`config.mk`:
```
export PLATFORM = sky130hd
export DESIGN_NAME = fifo_wr_arbiter
export DESIGN_NICKNAME = d
export VERILOG_FILES = /design/src/rtl/fifo_wr_arbiter.sv
export SDC_FILE = /design/constraint.sdc
export NUM_CORES = 1
export LEC_CHECK = 0
export ABC_AREA = 1
export BUFFER_PORTS_ARGS = -buffer_cell sky130_fd_sc_hd__buf_2
export CORE_MARGIN = 5
export CORE_UTILIZATION = 52
export DETAILED_ROUTE_END_ITERATION = 6
export PLACE_DENSITY = 0.83
export SYNTH_ARGS = -nofsm -noshare
export SYNTH_HDL_FRONTEND = slang
export SYNTH_SLANG_ARGS = --single-unit
```
`constraint.sdc`:
```
create_clock -name clk -period 3.6 [get_ports clk]
set_clock_uncertainty 0.2 [all_clocks]
set_input_delay 0.36 -clock clk [delete_from_list [all_inputs] [get_ports clk]]
set_output_delay 0.36 -clock clk [all_outputs]
set_load 0.01 [all_outputs]
```
`src/rtl/fifo_wr_arbiter.sv`:
```
// Round-robin arbiter granting one of two requesters a single FIFO write, with ack/err/timeout resolution.
// Latency: req sampled in IDLE -> wr_en next cycle -> done/err the cycle after WAIT resolves (3 cycles min).
// Backpressure: full holds arbitration in IDLE; once issued, only wr_ack/wr_err/timeout end a transaction.
module fifo_wr_arbiter #(
    parameter int DATA_WIDTH = 8,
    parameter int TIMEOUT    = 15
) (
    input  logic                  clk,
    input  logic                  reset_n,
    input  logic                  req0,
    input  logic                  req1,
    input  logic [DATA_WIDTH-1:0] d_in0,
    input  logic [DATA_WIDTH-1:0] d_in1,
    input  logic                  full,
    input  logic                  wr_ack,
    input  logic                  wr_err,
    output logic                  wr_en,
    output logic [DATA_WIDTH-1:0] d_out,
    output logic                  gnt0,
    output logic                  gnt1,
    output logic                  done0,
    output logic                  done1,
    output logic                  err0,
    output logic                  err1
);

    typedef enum logic [1:0] {
        IDLE  = 2'b00,
        ISSUE = 2'b01,
        WAIT  = 2'b10,
        BAD   = 2'b11
    } state_t;

    localparam logic [3:0] TIMEOUT_CNT = 4'(TIMEOUT);

    state_t                state;
    state_t                state_nxt;
    logic                  rr;
    logic                  win_id;
    logic                  pick_id;
    logic [DATA_WIDTH-1:0] lat_dat;
    logic [3:0]            cnt;
    logic [3:0]            cnt_inc;
    logic                  start;
    logic                  resolve_ok;
    logic                  resolve_err;

    assign cnt_inc = cnt + 4'd1;

    // With both requesting the pointer decides; a lone requester always wins.
    assign pick_id = (req0 && req1) ? rr : req1;

    always_ff @(posedge clk) begin
        if (!reset_n) begin
            state <= IDLE;
        end else begin
            state <= state_nxt;
        end
    end

    always_comb begin
        state_nxt   = state;
        start       = 1'b0;
        resolve_ok  = 1'b0;
        resolve_err = 1'b0;
        case (state)
            IDLE: begin
                if ((req0 || req1) && !full) begin
                    start     = 1'b1;
                    state_nxt = ISSUE;
                end
            end
            ISSUE: begin
                state_nxt = WAIT;
            end
            WAIT: begin
                // An error response dominates a simultaneous ack.
                if (wr_err) begin
                    resolve_err = 1'b1;
                    state_nxt   = IDLE;
                end else if (wr_ack) begin
                    resolve_ok = 1'b1;
                    state_nxt  = IDLE;
                end else if (cnt_inc == TIMEOUT_CNT) begin
                    resolve_err = 1'b1;
                    state_nxt   = IDLE;
                end
            end
            default: begin
                state_nxt = IDLE;
            end
        endcase
    end

    always_comb begin
        wr_en = 1'b0;
        d_out = '0;
        gnt0  = 1'b0;
        gnt1  = 1'b0;
        case (state)
            ISSUE: begin
                wr_en = 1'b1;
                d_out = lat_dat;
                gnt0  = ~win_id;
                gnt1  = win_id;
            end
            WAIT: begin
                gnt0 = ~win_id;
                gnt1 = win_id;
            end
            default: begin
                wr_en = 1'b0;
            end
        endcase
    end

    always_ff @(posedge clk) begin
        if (!reset_n) begin
            rr      <= 1'b0;
            win_id  <= 1'b0;
            lat_dat <= '0;
            cnt     <= '0;
            done0   <= 1'b0;
            done1   <= 1'b0;
            err0    <= 1'b0;
            err1    <= 1'b0;
        end else begin
            done0 <= resolve_ok & ~win_id;
            done1 <= resolve_ok & win_id;
            err0  <= resolve_err & ~win_id;
            err1  <= resolve_err & win_id;
            if (start) begin
                win_id  <= pick_id;
                lat_dat <= pick_id ? d_in1 : d_in0;
            end
            // ISSUE always leads to WAIT, so clearing here starts every WAIT at zero.
            if (state == ISSUE) begin
                cnt <= '0;
            end else if (state == WAIT) begin
                cnt <= cnt_inc;
            end
            if (resolve_ok || resolve_err) begin
                rr <= ~win_id;
            end
        end
    end

endmodule

```
Yosys cells after proc, flatten, opt, wreduce, memory -nomap -nowiden
Index checks and enable logic that the tools add are counted.
{"block": "totals", "reg_bits": 20, "latch_bits": 0, "ram_bits": 0, "rom_bits": 0, "out_inout_bits": 15, "word_cells": 50, "n_memories": 0}
{"block": "op_classes", "addsub": 1, "n_mul": 0, "div": 0, "order_cmp": 0, "n_eq_ne": 5, "shift": 0, "muxes": 20, "bitwise": 6, "reduce_logical": 9}
{"operator": "2-to-1 mux 8 bit", "n": 2}
{"operator": "2-to-1 mux 1 bit", "n": 13}
{"operator": "2-to-1 mux 2 bit", "n": 4}
{"operator": "one-hot mux 2 bit (3 select lines)", "n": 1}
{"operator": "adder 4 x 1 -> 4 bit, second input constant", "n": 1}
{"operator": "bitwise AND 1 bit", "n": 4}
{"operator": "== test 4 bit, second input constant", "n": 1}
{"operator": "inequality test 4 bit, second input constant", "n": 1}
{"operator": "OR reduction 2 bit", "n": 2}
{"operator": "== test 2 x 1 -> 1 bit, second input constant", "n": 1}
{"operator": "== test 2 bit, second input constant", "n": 1}
{"operator": "logical AND 1 bit", "n": 2}
{"operator": "zero test 2 bit", "n": 1}
{"operator": "logical OR 1 bit", "n": 2}
{"operator": "inequality test 2 bit, second input constant", "n": 1}
{"operator": "inverter 1 bit", "n": 2}
{"operator": "AND reduction 2 bit", "n": 1}
{"operator": "zero test 1 bit", "n": 1}

Logic depth before layout (Yosys ltp)
{"block": "depth", "word_depth": 7, "depth_mapped": 11}

Worst setup path after synthesis
Ideal clock, no wire load.
{"block": "synth_timing", "path_type": "register to register", "from": "register state[1]", "to": "register cnt[3]", "t_arrival_ps": 1296, "required_ps": 3343, "path_slack_ps": 2047, "path_stages_with_launch": 8, "synth_period_minus_slack_ps": 1553, "cell_sequence": "dfxtp_1 inv_1 ha_1 buf_4 or2_2 a21oi_1 o21ai_0 inv_1"}
{"block": "synth_between", "elab_chain_cells": 2}
{"item": "start, declared", "line_no": "36", "source": "state_t state;"}
{"item": "start signal, assigned", "line_no": "57", "source": "state <= state_nxt;"}
{"item": "== test 2 x 1 -> 1 bit", "line_no": "137", "source": "if (state == ISSUE) begin"}
{"item": "OR reduction 2 bit (no source line)"}
{"item": "end signal, assigned", "line_no": "140", "source": "cnt <= cnt_inc;"}
{"item": "end, declared", "line_no": "42", "source": "logic [3:0] cnt;"}
Several ways; a longest one is shown, not always the timed one.
A chain may end at the register's enable or synchronous reset.

Worst setup path after layout
{"block": "layout_timing", "from": "register state[1]", "to": "output d_out[3]"}
{"block": "layout_between", "elab_chain_cells": 2}
{"item": "== test 2 x 1 -> 1 bit", "line_no": "100", "source": "case (state)"}
{"item": "2-to-1 mux 8 bit", "line_no": "100"}
{"item": "end, declared", "line_no": "18", "source": "output logic [DATA_WIDTH-1:0] d_out,"}
Every way passes these cells.

==> metrics.csv <==
metric;value;unit
switch share;0.290;
vias in the first global route;1027;
crit path cell chain;inv_1 -> ha_1 -> nand2_1 -> inv_1 -> buf_2;
fin. max-slew vios;0;
Total Neg Setup Slack;0;ns
CTS tree;yes;
Clock Latency Late Sink;0.30;ns
WL/cell;10.6;um
Syn Area/Cell;6.99;um2
initial antenna violation count;0;
Netlist Area Pre-Place;1070;um2
Synth warnings;0;
Clock Pin Slew Worst Setup and Hold Paths;0.12;ns
Post-Synth XOR/XNOR Area;0;
sequential-to-total area share from yosys stat;0.374;
Yosys reg bits;20;
RSZ-0062 raised after global routing;no;
Sink Count;20;
CORE AREA;1960;um2
Crit-path slowest cell;ha_1;
Final setup viols;0;
status;finished clean;
clock share of power;0.319;
diode count;0;
Syn Nets;181;
CTS Buffer Depth;2;
CP Class;flip-flop to primary output;
routed via count;1021;
Max-Cap Viols;0;
critical path launch point type;flip-flop;
Initial DRC Count;16;
met1 Track Usage GR;0.209;
Initial Util;0.545;
global-route track usage on met3;0.0420;
DR pass1 iterations;4;
post-DP HPWL;1.83;mm
antenna-violating nets left;0;
clk root buf;clkbuf_4;
Peak supply drop;0.000290;V
PD cells;438;nW/um2
vias per cell;4.68;
CP Max Fanout;11;
Post-Route WL;2.31;mm
Slew HR;0.735;
row cnt;16;
DIE WIDTH;55.4;um
Post-route DRC;0;
fin crit period;1.97;ns
largest family of logic cells by synthesized area;simple AND/OR/NAND/NOR gates;
worst min-delay path class;primary input to flip-flop;
synthesis-to-layout area growth;22.6;%
global-route wire length before repair;4.28;mm
crit-path most repeated cell;inv_1;
Worst Path Required;3.04;ns
met2 usage;0.265;
compound-cell area share of the yosys netlist;0.118;
post-layout util;0.668;
CTS Buf Count;3;
Final Hold Viols;0;
Max Freq;507;MHz
internal power;408;uW
busiest grt layer;met2;
Pleak;0.000767;uW
CP max stage delay;0.40;ns
actual slew at the worst max-slew pin;0.398;ns
post-synth cell types;22;
post-CTS setup buffer count;0;
largest net degree at the start of global routing;18;
Post-Synth Simple-Gate Area;0.298;
CTS Hold Bufs;0;
DIE AREA;3060;um2
proportion of layout cells with a drive suffix above 1;0.288;
post-synthesis mux area share;0;
RD Place Congestion;0.703;
final period utilization;0.548;
PostCTS Resize Cnt;0;
area share of fa/ha/maj cells after synthesis;0.0585;
P_sw;167;uW
Reg power frac;0.453;
GRT Util Overall;0.166;
H-tree Lvls;1;
Arr. time, crit path;1.41;ns
IO Port Bufs;37;
Syn Inst Count;153;
gr ovfl total;0;
CP Capture Type;primary output;
logic gate share of total power;0.229;
fin nets;220;
die height;55.4;um
I/O pin cnt;38;
Fillers;177;
==> state kept, by name (all words and copies together) (netlist names) <==
name	flops
done1	1
err1	1
state	2
win_id	1
lat_dat	8
rr	1
err0	1
cnt	4
done0	1
==> layout by cell type (no fill, tap or decap) <==
| cell type | n |
|---|---|
| dfxtp_1 | 20 |
| nor2_1 | 5 |
| bufinv_16 | 1 |
| a21oi_2 | 1 |
| nand3_1 | 11 |
| nand2_1 | 40 |
| nor3_2 | 1 |
| o21ai_0 | 3 |
| nand2_2 | 5 |
| nand4_1 | 1 |
| or2_2 | 1 |
| nor3_1 | 4 |
| nor2_4 | 1 |
| o21ai_1 | 1 |
| a211oi_1 | 1 |
| inv_2 | 4 |
| clkbuf_4 | 3 |
| ha_1 | 5 |
| buf_2 | 37 |
| nand3_2 | 1 |
| inv_1 | 31 |
| o211ai_1 | 8 |
| a21oi_1 | 6 |
==> stage by stage <==
stage | hold WS [ns] | instance area (um2) | power, uW | setup WS, ns | cells
2_1_floorplan | 0.263 | 1070 | 358 | 2.05 | 153
3_3_place_gp | 0.277 | 1260 | 389 | 2.03 | 214
3_5_place_dp | 0.285 | 1260 | 395 | 1.97 | 214
4_1_cts | 0.171 | 1310 | 578 | 1.62 | 218
5_1_grt | 0.200 | 1310 | 610 | 1.46 | 218
6_report | 0.182 | 1310 | 574 | 1.63 | 218
==> worst paths after layout <==
path | from | end | slack, ns | depth (start not counted)
worst max-delay path | state[1] | d_out[3] | 1.63 | 5
worst min-delay path | reset_n | rr | 0.18 | 3
worst min register to register | lat_dat[0] | lat_dat[0] | 0.31 | 2
worst max register to register | state[0] | state[1] | 1.97 | 8
==> Yosys cell counts <==
cell type,instances,share of area
nor2_4,1,0.011
nor3_1,4,0.019
or2_2,1,0.0059
nand4_1,1,0.0059
o21ai_1,1,0.0047
nand3_1,11,0.051
o211ai_1,8,0.056
a21oi_1,6,0.028
a21oi_2,1,0.0082
inv_2,4,0.014
nor3_2,1,0.0094
nor2_1,5,0.018
a211oi_1,1,0.0070
o21ai_0,3,0.014
inv_1,31,0.11
buf_6,2,0.021
nand2_1,40,0.14
nand2_2,5,0.029
buf_4,1,0.0070
dfxtp_1,20,0.37
ha_1,5,0.058
nand3_2,1,0.0094
==> power groups by stage <==
stage	sequential [uW]	combinational [uW]	clock, uW
3_5_place_dp	265	131	0
6_report	260	131	183
3_3_place_gp	264	125	0
4_1_cts	260	132	186
5_1_grt	263	151	196
2_1_floorplan	262	96.5	0
==> layout make-up <==
cell class | instances | area (um2) | area share
Clock buffer | 3 | 22.5 | 0.0172
Timing Repair Buffer | 37 | 185 | 0.141
Sequential cell | 20 | 400 | 0.305
Clock inverter | 1 | 30.0 | 0.0229
Tap cell | 27 | 33.8 | 0.0258
Inverter | 35 | 131 | 0.100
Multi-Input combinational cell | 95 | 508 | 0.387
==> kinds of logic (layout without fill, tap and decap cells) <==
logic type | Yosys count | count (layout)
fa+ha+maj | 5 | 5
flops | 20 | 20
buf+inv | 38 | 76
simple gates | 70 | 70
compound gates | 20 | 20
==> critical path: cells and delay by family, from the launching register on <==
kind | cells | cell delay [ns]
buffers and inverters | 3 | 0.28
and+or+nand+nor | 1 | 0.11
DFF | 1 | 0.33
adders and majority gates | 1 | 0.40
==> metal layers <==
layer | part of all wire | vias up
met1 | 0.47 | 435
met5 | 0 | -
met2 | 0.45 | 29
li1 | - | 553
met3 | 0.061 | 4
met4 | 0.013 | 0
(Power assumes the default switching activity.)
